[src/rtl/trdemu_pkg.sv]
// Shared definitions for the TR-DOS/VG93 trap capture block.
// Latency: n/a (types and constants only).
// Backpressure: n/a.
//
// Holds the NMI sequencer state encoding, the capture-entry field widths and
// the #BE port number that the z80 glue decodes into clr_nmi.
// Optional: TRDEMU_TRAP_TSTAMP_EN adds an 8-bit timestamp field to each entry.
package trdemu_pkg;

   typedef enum logic [1:0] {
      IDLE     = 2'd0,
      REQ      = 2'd1,
      WAIT_NMI = 2'd2,
      SERVICE  = 2'd3
   } trap_st_t;

   localparam int A_W  = 2;
   localparam int D_W  = 8;
   localparam int TS_W = 8;

   // out (#BE),a from the handler is decoded upstream into clr_nmi.
   localparam logic [7:0] CLR_NMI_PORT = 8'hBE;

   typedef struct packed {
      logic [A_W-1:0]  a;
      logic            wr;
      logic [D_W-1:0]  d;
`ifdef TRDEMU_TRAP_TSTAMP_EN
      logic [TS_W-1:0] ts;
`endif
   } cap_ent_t;

endpackage

[src/rtl/trdemu_trap_if.sv]
// Trap/capture signal bundle between the z80 glue, the NMI logic and trdemu_trap.
// Latency: n/a (wires only).
// Backpressure: none; pop is the only flow control (handler-driven).
//
// master: trap source / handler side (drives trap_*, in_nmi, clr_nmi, pop).
// slave : trdemu_trap (drives nmi_req and the cap_* head view).
// Optional: TRDEMU_TRAP_TSTAMP_EN adds cap_ts.
interface trdemu_trap_if
   import trdemu_pkg::*;
#(
   parameter int DEPTH = 4
);
   logic                   trap_stb;
   logic [A_W-1:0]         trap_a;
   logic                   trap_wr;
   logic [D_W-1:0]         trap_d;
   logic                   in_nmi;
   logic                   clr_nmi;
   logic                   pop;
   logic                   nmi_req;
   logic                   cap_valid;
   logic [A_W-1:0]         cap_a;
   logic                   cap_wr;
   logic [D_W-1:0]         cap_d;
   logic [$clog2(DEPTH):0] cap_level;
   logic                   cap_ovf;
`ifdef TRDEMU_TRAP_TSTAMP_EN
   logic [TS_W-1:0]        cap_ts;
`endif

   modport master (
      output trap_stb, trap_a, trap_wr, trap_d, in_nmi, clr_nmi, pop,
`ifdef TRDEMU_TRAP_TSTAMP_EN
      input  cap_ts,
`endif
      input  nmi_req, cap_valid, cap_a, cap_wr, cap_d, cap_level, cap_ovf
   );

   modport slave (
      input  trap_stb, trap_a, trap_wr, trap_d, in_nmi, clr_nmi, pop,
`ifdef TRDEMU_TRAP_TSTAMP_EN
      output cap_ts,
`endif
      output nmi_req, cap_valid, cap_a, cap_wr, cap_d, cap_level, cap_ovf
   );

endinterface

[src/rtl/trdemu_fifo.sv]
// Small synchronous FIFO with level count, used to hold trapped VG accesses.
// Latency: a push is visible on head_dat/level the cycle after it is accepted.
// Backpressure: none upstream; a push while full (and not popping) is dropped and flagged on drop.
//
// Ports: fclk, rst_n; push/push_dat write side; pop read side (ignored when empty);
// head_dat (zero while empty), level, empty, drop (one-cycle overrun indication).
module trdemu_fifo #(
   parameter int DEPTH = 4,
   parameter int W     = 11
) (
   input  logic                   fclk,
   input  logic                   rst_n,
   input  logic                   push,
   input  logic [W-1:0]           push_dat,
   input  logic                   pop,
   output logic [W-1:0]           head_dat,
   output logic [$clog2(DEPTH):0] level,
   output logic                   empty,
   output logic                   drop
);
   localparam int AW = $clog2(DEPTH);
   localparam int LW = AW + 1;

   logic [W-1:0]  mem [DEPTH];
   logic [AW-1:0] wr_ptr;
   logic [AW-1:0] rd_ptr;
   logic          full;
   logic          pop_ok;
   logic          push_ok;

   assign empty   = (level == '0);
   assign full    = (level == LW'(DEPTH));
   assign pop_ok  = pop && !empty;
   // A pop in the same cycle frees a slot, so a push at full is still taken.
   assign push_ok = push && (!full || pop_ok);
   assign drop    = push && full && !pop_ok;

   always_ff @(posedge fclk) begin
      if (push_ok)
         mem[wr_ptr] <= push_dat;
   end

   // DEPTH is a power of two, so the pointers wrap by plain overflow.
   always_ff @(posedge fclk or negedge rst_n) begin
      if (!rst_n) begin
         wr_ptr <= '0;
         rd_ptr <= '0;
         level  <= '0;
      end else begin
         if (push_ok)
            wr_ptr <= wr_ptr + AW'(1);
         if (pop_ok)
            rd_ptr <= rd_ptr + AW'(1);
         if (push_ok && !pop_ok)
            level <= level + LW'(1);
         else if (pop_ok && !push_ok)
            level <= level - LW'(1);
      end
   end

   // Storage is not reset; masking keeps the head view at zero while empty.
   assign head_dat = empty ? '0 : mem[rd_ptr];

endmodule

[src/rtl/trdemu_trap.sv]
// Captures trapped VG93 port accesses into a FIFO and sequences the NMI that enters the emulator handler.
// Latency: captured entry visible on cap_* one cycle after trap_stb; nmi_req rises one cycle later.
// Backpressure: none on traps; overrun drops the entry and sets sticky cap_ovf (cleared by clr_nmi).
//
// Ports: fclk, rst_n (async, active low); bus = trdemu_trap_if.slave
//   (trap_stb/trap_a/trap_wr/trap_d in, in_nmi/clr_nmi/pop in, nmi_req and cap_* out).
// Optional: TRDEMU_TRAP_TSTAMP_EN stores an fclk/256 tick count per entry, shown on cap_ts.
module trdemu_trap
   import trdemu_pkg::*;
#(
   parameter int DEPTH   = 4,
   parameter int NMI_LEN = 8,
   parameter int TMO     = 255
) (
   input logic          fclk,
   input logic          rst_n,
   trdemu_trap_if.slave bus
);
   localparam int CNT_MAX = (TMO > NMI_LEN - 1) ? TMO : NMI_LEN - 1;
   localparam int CW      = (CNT_MAX < 1) ? 1 : $clog2(CNT_MAX + 1);

   cap_ent_t      ent_in;
   cap_ent_t      ent_head;
   logic          fifo_empty;
   logic          fifo_drop;
   logic          cap_valid;
   trap_st_t      state, state_nxt;
   logic [CW-1:0] cnt, cnt_nxt;
   logic          nmi_req_q;
   logic          ovf_q;

`ifdef TRDEMU_TRAP_TSTAMP_EN
   logic [7:0] pre_cnt;
   logic [7:0] ts_cnt;

   always_ff @(posedge fclk or negedge rst_n) begin
      if (!rst_n) begin
         pre_cnt <= '0;
         ts_cnt  <= '0;
      end else begin
         pre_cnt <= pre_cnt + 8'd1;
         if (pre_cnt == 8'hFF)
            ts_cnt <= ts_cnt + 8'd1;
      end
   end
`endif

   always_comb begin
      ent_in    = '0;
      ent_in.a  = bus.trap_a;
      ent_in.wr = bus.trap_wr;
      ent_in.d  = bus.trap_d;
`ifdef TRDEMU_TRAP_TSTAMP_EN
      ent_in.ts = ts_cnt;
`endif
   end

   trdemu_fifo #(
      .DEPTH (DEPTH),
      .W     ($bits(cap_ent_t))
   ) u_fifo (
      .fclk     (fclk),
      .rst_n    (rst_n),
      .push     (bus.trap_stb),
      .push_dat (ent_in),
      .pop      (bus.pop),
      .head_dat (ent_head),
      .level    (bus.cap_level),
      .empty    (fifo_empty),
      .drop     (fifo_drop)
   );

   assign cap_valid     = !fifo_empty;
   assign bus.cap_valid = cap_valid;
   assign bus.cap_a     = ent_head.a;
   assign bus.cap_wr    = ent_head.wr;
   assign bus.cap_d     = ent_head.d;
`ifdef TRDEMU_TRAP_TSTAMP_EN
   assign bus.cap_ts    = ent_head.ts;
`endif

   // Sticky overrun: a drop in the same cycle as clr_nmi keeps the flag set.
   always_ff @(posedge fclk or negedge rst_n) begin
      if (!rst_n)
         ovf_q <= 1'b0;
      else if (fifo_drop)
         ovf_q <= 1'b1;
      else if (bus.clr_nmi)
         ovf_q <= 1'b0;
   end
   assign bus.cap_ovf = ovf_q;

   always_ff @(posedge fclk or negedge rst_n) begin
      if (!rst_n) begin
         state     <= IDLE;
         cnt       <= '0;
         nmi_req_q <= 1'b0;
      end else begin
         state     <= state_nxt;
         cnt       <= cnt_nxt;
         nmi_req_q <= (state_nxt == REQ);
      end
   end
   assign bus.nmi_req = nmi_req_q;

   // cnt counts down the current REQ pulse or WAIT_NMI timeout; the expiring
   // cycle is the one where cnt is already zero.
   always_comb begin
      state_nxt = state;
      cnt_nxt   = cnt;
      unique case (state)
         IDLE: begin
            if (cap_valid && !bus.in_nmi) begin
               state_nxt = REQ;
               cnt_nxt   = CW'(NMI_LEN - 1);
            end
         end
         REQ: begin
            if (bus.in_nmi) begin
               state_nxt = SERVICE;
            end else if (cnt == '0) begin
               state_nxt = WAIT_NMI;
               cnt_nxt   = CW'(TMO);
            end else begin
               cnt_nxt = cnt - CW'(1);
            end
         end
         WAIT_NMI: begin
            if (bus.in_nmi) begin
               state_nxt = SERVICE;
            end else if (cnt == '0) begin
               state_nxt = REQ;
               cnt_nxt   = CW'(NMI_LEN - 1);
            end else begin
               cnt_nxt = cnt - CW'(1);
            end
         end
         SERVICE: begin
            if (bus.clr_nmi && bus.in_nmi)
               state_nxt = IDLE;
         end
         default: state_nxt = IDLE;
      endcase
   end

endmodule

[src/flat_wrapper.sv]
// flat-port wrapper written by rule: the top's interface ports become plain ports
module trdemu_trap_flat import trdemu_pkg::*;
#(
   parameter int DEPTH   = 4,
   parameter int NMI_LEN = 8,
   parameter int TMO     = 255
)
  (fclk, rst_n, bus_trap_stb, bus_trap_a, bus_trap_wr, bus_trap_d, bus_in_nmi, bus_clr_nmi, bus_pop, bus_nmi_req, bus_cap_valid, bus_cap_a, bus_cap_wr, bus_cap_d, bus_cap_level, bus_cap_ovf);
  trdemu_trap_if #(.DEPTH(DEPTH)) bus_i ();
  input logic fclk;
  input logic rst_n;
  input wire logic [$bits(bus_i.trap_stb)-1:0] bus_trap_stb;
  input wire logic [$bits(bus_i.trap_a)-1:0] bus_trap_a;
  input wire logic [$bits(bus_i.trap_wr)-1:0] bus_trap_wr;
  input wire logic [$bits(bus_i.trap_d)-1:0] bus_trap_d;
  input wire logic [$bits(bus_i.in_nmi)-1:0] bus_in_nmi;
  input wire logic [$bits(bus_i.clr_nmi)-1:0] bus_clr_nmi;
  input wire logic [$bits(bus_i.pop)-1:0] bus_pop;
  output wire logic [$bits(bus_i.nmi_req)-1:0] bus_nmi_req;
  output wire logic [$bits(bus_i.cap_valid)-1:0] bus_cap_valid;
  output wire logic [$bits(bus_i.cap_a)-1:0] bus_cap_a;
  output wire logic [$bits(bus_i.cap_wr)-1:0] bus_cap_wr;
  output wire logic [$bits(bus_i.cap_d)-1:0] bus_cap_d;
  output wire logic [$bits(bus_i.cap_level)-1:0] bus_cap_level;
  output wire logic [$bits(bus_i.cap_ovf)-1:0] bus_cap_ovf;
  assign bus_i.trap_stb = bus_trap_stb;
  assign bus_i.trap_a = bus_trap_a;
  assign bus_i.trap_wr = bus_trap_wr;
  assign bus_i.trap_d = bus_trap_d;
  assign bus_i.in_nmi = bus_in_nmi;
  assign bus_i.clr_nmi = bus_clr_nmi;
  assign bus_i.pop = bus_pop;
  assign bus_nmi_req = bus_i.nmi_req;
  assign bus_cap_valid = bus_i.cap_valid;
  assign bus_cap_a = bus_i.cap_a;
  assign bus_cap_wr = bus_i.cap_wr;
  assign bus_cap_d = bus_i.cap_d;
  assign bus_cap_level = bus_i.cap_level;
  assign bus_cap_ovf = bus_i.cap_ovf;
  trdemu_trap #(.DEPTH(DEPTH), .NMI_LEN(NMI_LEN), .TMO(TMO)) u_core (.fclk(fclk), .rst_n(rst_n), .bus(bus_i));
endmodule
[config.mk]
export PLATFORM = sky130hd
export DESIGN_NAME = trdemu_trap_flat
export DESIGN_NICKNAME = d
export VERILOG_FILES = /design/src/rtl/trdemu_pkg.sv /design/src/rtl/trdemu_trap_if.sv /design/src/rtl/trdemu_fifo.sv /design/src/rtl/trdemu_trap.sv /design/src/flat_wrapper.sv
export SDC_FILE = /design/constraint.sdc
export NUM_CORES = 1
export LEC_CHECK = 0
export BUFFER_PORTS_ARGS = -buffer_cell sky130_fd_sc_hd__buf_4
export CORE_ASPECT_RATIO = 0.9
export CORE_MARGIN = 10
export CORE_UTILIZATION = 58
export DETAILED_ROUTE_END_ITERATION = 8
export HOLD_SLACK_MARGIN = 0.15
export PLACE_DENSITY_LB_ADDON = 0.05
export SETUP_SLACK_MARGIN = 0.1
export SLEW_MARGIN = 25
export SYNTH_ARGS = -nofsm -noshare
export SYNTH_HDL_FRONTEND = slang
export SYNTH_HIERARCHICAL = 1
export SYNTH_SLANG_ARGS = --single-unit
export TNS_END_PERCENT = 100
[constraint.sdc]
create_clock -name fclk -period 2.25 [get_ports fclk]
set_input_delay 0.45 -clock fclk [delete_from_list [all_inputs] [get_ports fclk]]
set_output_delay 0.45 -clock fclk [all_outputs]
set_load 0.01 [all_outputs]
==> results of run 1 <==
-- stage by stage --
stage          worst slack (ps)  instances  hold slack (ps)  area, um2
2_1_floorplan               208        207              154       3040
3_3_place_gp                298        302              336       3360
3_5_place_dp                220        302              341       3360
4_1_cts                    53.2        323              297       3630
5_1_grt                    53.5        322              300       3630
6_report                    101        322              314       3630
-- final cells by class --
| cell class | count | area (um2) | area share |
|---|---|---|---|
| repair buffers | 42 | 380 | 0.105 |
| inverters | 12 | 45.0 | 0.0124 |
| flip-flops and latches | 63 | 1800 | 0.495 |
| well taps | 65 | 81.3 | 0.0224 |
| multi-input cells | 124 | 1140 | 0.314 |
| clock buffers | 9 | 124 | 0.0341 |
| clock inverters | 7 | 62.6 | 0.0172 |
-- state kept, by name (all words and copies together), names as in the netlist --
| name | cells |
|---|---|
| u_core/state | 2 |
| u_core/u_fifo/wr_ptr | 2 |
| u_core/cnt | 8 |
| u_core/u_fifo/rd_ptr | 2 |
| u_core/u_fifo/level | 3 |
| u_core/bus.nmi_req | 1 |
| u_core/bus.cap_ovf | 1 |
| u_core/u_fifo/mem | 44 |
-- logic make-up (layout without fill, tap and decap cells) --
family,count (synthesis),after routing
AOI/OAI and AO/OA,41,41
xor gates and xnor gates,6,6
adders and majority gates,13,13
buffers and inverters,20,70
DFF,63,63
muxes,13,13
and+or+nand+nor,51,51
-- placed cells by master (no fill, tap or decap), types with 2 or more instances in the layout --
master / n
edfxtp_1: 44
buf_4: 29
dfrtp_1: 17
a21oi_1: 14
inv_1: 12
ha_1: 12
mux4_2: 11
buf_6: 10
nor2_1: 10
clkbuf_8: 9
nor2b_4: 8
o21ai_0: 7
nand2_1: 7
and2_1: 5
a31oi_1: 4
clkinv_1: 3
nor3_1: 3
a21o_1: 3
nand3_1: 3
xnor2_1: 3
xor2_1: 3
buf_12: 2
nor4b_2: 2
a211oi_1: 2
nor2b_1: 2
nor2b_2: 2
dfrtp_2: 2
-- power groups by stage --
stage / Clock [uW] / Sequential [uW] / Combinational [uW]
after floorplan: 0 / 1760 / 1620
after global placement: 0 / 1820 / 2210
after detailed placement: 0 / 1850 / 2270
after CTS: 948 / 1840 / 2490
after global routing: 1010 / 1890 / 2700
final: 928 / 1840 / 2480
-- path summary, 6_finish.rpt --
check                      cells after the start  slack (ps)                       to
max                                            4         100             bus_cap_d[4]
min                                            1         310  u_core/u_fifo/mem[2][4]
max reg2reg                                    8         220   u_core/u_fifo/level[2]
min reg2reg                                    1         490       u_core/bus.cap_ovf
max in group asynchronous                      2        1490  u_core/u_fifo/rd_ptr[0]
min in group asynchronous                      2         530       u_core/bus.nmi_req
-- what timing repair did --
| item | in CTS | in global routing |
|---|---|---|
| hold buffers | 1 | 0 |
| gates resized for setup | 12 | 7 |
| buffers inserted | 3 | 0 |
| endpoints found under the setup margin | 11 | 13 |
| gates cloned | 1 | 0 |
| pin swaps | 0 | 0 |
| endpoints found under the hold margin | 19 | 0 |
-- worst max-delay path: cells and delay by family (launching register included) --
family | cells | cell delay, ps
muxes | 1 | 490
buffers and inverters | 2 | 300
DFF | 1 | 410
and+or+nand+nor | 1 | 170
-- layer usage --
metal / up-vias / routed length [um] / GRT usage
met5: - / 0 / 0
met4: 0 / 85 / 0.0778
met3: 8 / 361 / 0.0347
met2: 67 / 2990 / 0.247
met1: 901 / 2410 / 0.185
li1: 865 / - / -
==> metrics.csv, run 1 <==
stage;metric;value;unit
status;status;completed;
logic_synthesis;post-synthesis compound-gate area fraction;0.0900;
logic_synthesis;register area share after synthesis;0.590;
logic_synthesis;cell with the most instances after synthesis;edfxtp_1;
logic_synthesis;Main synth FF type;edfxtp_1;
floorplan;CORE AREA;4950;um2
logic_synthesis;Post-synth EDFFs;44;
timing;min cycle time layout;2150;ps
setup_path;FF-to-FF Start;u_core/u_fifo/level[1];
global_routing;initial antenna violation count;0;
setup_path;critical path startpoint;u_core/u_fifo/rd_ptr[0];
setup_path;crit path DAT;1700;ps
timing;actual slew at the worst max-slew pin;634;ps
place;HPWL after DPL;3860;um
pwr;sw frac;0.353;
timing;achievable frequency;0.465;GHz
global_routing;gr ovfl total;0;
logic_synthesis;Distinct cells, synth;49;
logic_synthesis;Synth top area share;0.434;
floorplan;Cell Rows;24;
finish;layout cells sized above 1;0.350;
finish;Area growth syn-to-layout;19.4;%
floorplan;Top Ports;34;
timing;worst rel slew slack;0.577;
pwr;Psw;1850;uW
logic_synthesis;Syn Std Cell Area;3040;um2
global_routing;first-pass GRT wire length;9790;um
timing;max-slew violations;0;
hold_path;Hold Path Origin;bus_trap_d[4];
logic_synthesis;yosys warns;6;
finish;Fill cells;312;
logic_synthesis;Syn Area/Cell;14.7;um2
pwr;internal power;3390;uW
logic_synthesis;post-synthesis adder-cell area fraction;0.0559;
logic_synthesis;Mapped Cells;207;
pwr;part of the power in the clock network;0.177;
global_routing;largest net degree at the start of global routing;20;
route;number of DRC markers in iteration 0;154;
pwr;power per cell area;1440;nW/um2
setup_path;Setup crit start kind;register;
pwr;leakage power;0.00145;uW
floorplan;Die W;96.4;um
setup_path;Crit path required time;1800;ps
global_routing;vias in the first global route;1952;
place;Port-buffer cells;33;
route;wire length per cell;18.2;um
route;via count;1841;
clocking;Clk Latency, worst-skew pair;330;ps
clocking;htree depth;3;
place;Placer Congestion;0.844;
pwr;Max VDD drop;845;uV
route;final wirelength;5850;um
floorplan;die area;8550;um2
route;Routed Antenna Nets;0;
timing;Hold Vio Cnt, Final;0;
floorplan;initial core utilization;0.614;
clocking;Clock Path Buffers;2;
clocking;CTS Root Cell;clkbuf_8;
timing;RSZ-0062 raised after global routing;true;
logic_synthesis;post-synthesis mux area share;0.0938;
pwr;Logic pwr share;0.472;
clocking;clk sinks;63;
timing;Clock Skew;4.59;ps
route;via/cell ratio;5.72;
setup_path;critical path's slowest cell;mux4_2;
setup_path;crit path max fanout;7;
clocking;CTS tree;built;
logic_synthesis;Synth Area in Simple Gates;0.116;
finish;Antenna Cells;0;
logic_synthesis;dominant cells by area after synthesis;edfxtp_1, dfrtp_1, mux4_2, ha_1, nor2b_4;
route;Residual DRC;0;
logic_synthesis;cell taking the most area after synthesis;edfxtp_1;
hold_path;HP Class;input pin to register;
clocking;CTS clk-pin slew, worst paths;70;ps
logic_synthesis;Async SR Flop Fraction;0.302;
finish;number of nets in the layout;282;
run;max cap viols;0;
pwr;Reg power frac;0.351;
timing;final setup fails;0;
logic_synthesis;flops & latches, synth;63;
setup_path;CP Cell Sequence;buf_12 > mux4_2 > nor2b_2 > buf_4;
global_routing;GRT Total Usage;0.152;
timing;post-route clock period utilization;0.955;
timing;setup TNS;0;ps
finish;fin util;0.733;
logic_synthesis;Net Count, Synth;237;
setup_path;critical path's largest stage delay;490;ps
route;1st-pass router iterations;4;
logic_synthesis;synth cell count leaders;edfxtp_1, dfrtp_1, a21oi_1, ha_1, inv_1;
logic_synthesis;XOR/XNOR Fraction of Synth Area;0.0173;
logic_synthesis;main combinational cell family by area after synthesis;simple AND/OR/NAND/NOR gates;
setup_path;Worst Path Class, Setup;register to output port;
clocking;total CTS buffers;9;
setup_path;crit end category;output port;
floorplan;Die Ht;88.7;um
pwr;Design Power;5250;uW
Power figures use the tool's default switching activity.
==> run 2: changes to the inputs <==
PLACE_DENSITY = 0.79   (was unset)
PLACE_DENSITY_LB_ADDON = unset   (was 0.05)
SLEW_MARGIN = 15   (was 25)
==> run 2 against run 1 <==
  * Routed wire length down 2.9%
  * Flip-flop and latch count unchanged
  * Largest power group unchanged
  * Sequential share of layout area down 0.77 points
  * Via count up 1.8%
  * Setup slack better by 19 ps
==> metrics.csv, run 2 (synthesis gave the netlist of run 1 again) <==
stage;metric;value;unit;change
route;DR WL met3;469;um;was 361 um
global_routing;vias in the first global route;1926;;was 1952
route;final wirelength;5680;um;was 5850 um
finish;commonest cells after routing, fill and taps aside;edfxtp_1, buf_4, dfrtp_1, a21oi_1;;unchanged
finish;number of nets in the layout;287;;was 282
pwr;leakage power;0.00149;uW;was 0.00145 uW
hold_path;HP Class;input pin to register;;unchanged
route;Residual DRC;0;;unchanged
clocking;total CTS buffers;9;;unchanged
timing;min cycle time layout;2130;ps;was 2150 ps
finish;max reg flops;44;;unchanged
route;Routed Antenna Nets;0;;unchanged
route;Met1 Wirelength;2440;um;was 2410 um
pwr;Max VDD drop;1010;uV;was 845 uV
place;Port-buffer cells;33;;unchanged
setup_path;crit path DAT;1680;ps;was 1700 ps
clocking;htree depth;3;;unchanged
route;number of DRC markers in iteration 0;120;;was 154
floorplan;die area;8550;um2;unchanged
global_routing;largest net degree at the start of global routing;20;;unchanged
timing;post-route clock period utilization;0.947;;was 0.955
clocking;CTS Root Cell;clkbuf_8;;unchanged
finish;top flop regs;u_core/u_fifo/mem (44), u_core/cnt (8), u_core/u_fifo/level (3);;unchanged
timing;final setup margin;120;ps;was 101 ps
clocking;clk sinks;63;;unchanged
setup_path;Worst Path Class, Setup;register to output port;;unchanged
timing;worst rel slew slack;0.668;;was 0.577
timing;actual slew at the worst max-slew pin;491;ps;was 634 ps
global_routing;gr ovfl total;0;;unchanged
timing;Hold Vio Cnt, Final;0;;unchanged
floorplan;initial core utilization;0.614;;unchanged
global_routing;initial antenna violation count;0;;unchanged
hold_path;Hold Path Stages;1;;unchanged
timing;setup TNS;0;ps;unchanged
global_routing;GRT Total Usage;0.143;;was 0.152
clocking;Clk Latency, worst-skew pair;320;ps;was 330 ps
place;HPWL after DPL;3870;um;was 3860 um
timing;RSZ-0062 raised after global routing;true;;unchanged
timing;Fin Hold WS;321;ps;was 314 ps
route;via count;1875;;was 1841
setup_path;crit end category;output port;;unchanged
floorplan;Cell Rows;24;;unchanged
route;Top Metal Used;met4;;unchanged
floorplan;CORE AREA;4950;um2;unchanged
finish;most common cell after layout, fill and taps aside;edfxtp_1;;unchanged
route;DR WL met2;2700;um;was 2990 um
timing;Clock Skew;7.41;ps;was 4.59 ps
finish;fin util;0.746;;was 0.733
clocking;Clock Path Buffers;2;;unchanged
global_routing;first-pass GRT wire length;9380;um;was 9790 um
route;1st-pass router iterations;4;;unchanged
setup_path;R2R cell count;6;;was 8
timing;final setup fails;0;;unchanged
setup_path;crit path max fanout;6;;was 7
pwr;power per cell area;1450;nW/um2;was 1440 nW/um2
setup_path;Crit path required time;1800;ps;about the same
place;Place WS;235;ps;was 220 ps
floorplan;Die W;96.4;um;unchanged
place;Placer Congestion;0.865;;was 0.844
finish;layout cells sized above 1;0.370;;was 0.350
timing;achievable frequency;0.469;GHz;was 0.465 GHz
finish;most flop-heavy register;u_core/u_fifo/mem;;unchanged
finish;Fill cells;324;;was 312
clocking;CTS tree;built;;unchanged
route;wire length per cell;17.4;um;was 18.2 um
status;status;completed;;unchanged
finish;Antenna Cells;0;;unchanged
route;via/cell ratio;5.73;;was 5.72
floorplan;Top Ports;34;;unchanged
setup_path;Setup crit start kind;register;;unchanged
run;max cap viols;0;;unchanged
timing;max-slew violations;0;;unchanged
floorplan;Die Ht;88.7;um;unchanged
setup_path;worst reg2reg setup slack;280;ps;was 220 ps
finish;Area growth syn-to-layout;21.5;%;was 19.4%
clocking;CTS clk-pin slew, worst paths;70;ps;about the same
run 2: final timing paths:
kind / startpoint / to
max: u_core/u_fifo/rd_ptr[0] / bus_cap_d[5]
min: bus_trap_d[0] / u_core/u_fifo/mem[3][0]
max reg2reg: u_core/u_fifo/level[0] / u_core/u_fifo/level[1]
min reg2reg: u_core/bus.cap_ovf / u_core/bus.cap_ovf
max in group asynchronous: rst_n / u_core/u_fifo/rd_ptr[0]
min in group asynchronous: rst_n / u_core/bus.cap_ovf
run 2: area by class of cell:
class,instances,area [um2],share of cell area
inverter,12,45.0,0.0122
timing repair buffer,47,414,0.112
tap,65,81.3,0.0220
clock inverter,7,87.6,0.0237
clock buffer,9,124,0.0335
multi-input combinational,124,1140,0.309
sequential,63,1800,0.487
run 2: worst max-delay path, cell delays in order (launching register included):
cell	delay, ps
dfrtp_2	410
buf_12	150
mux4_2	500
nor2b_2	180
buf_6	130
run 2: layer usage:
metal	track usage	vias up
met4	0.0594	0
met2	0.227	77
met5	0	-
met3	0.0381	10
met1	0.183	913
li1	-	875
run 2: timing repair:
| item | in CTS | in global routing |
|---|---|---|
| cloned | 1 | 0 |
| pin swaps | 0 | 2 |
| hold buffers | 1 | 0 |
| buffers inserted | 3 | 0 |
| gates resized for setup | 12 | 11 |
| endpoints found under the hold margin | 19 | 0 |
| setup endpoints to repair | 11 | 12 |
run 2: through the flow:
step	std cells	instance area [um2]	power [uW]
2_1_floorplan	207	3040	3380
3_3_place_gp	307	3390	4050
3_5_place_dp	307	3390	4120
4_1_cts	328	3700	5370
5_1_grt	327	3700	5720
6_report	327	3700	5370
run 2: power breakdown:
| part | total, uW | switching, uW | internal (uW) |
|---|---|---|---|
| combinational | 2490 | 1150 | 1350 |
| clock | 1030 | 415 | 614 |
| sequential | 1850 | 275 | 1570 |
| total | 5370 | 1840 | 3540 |
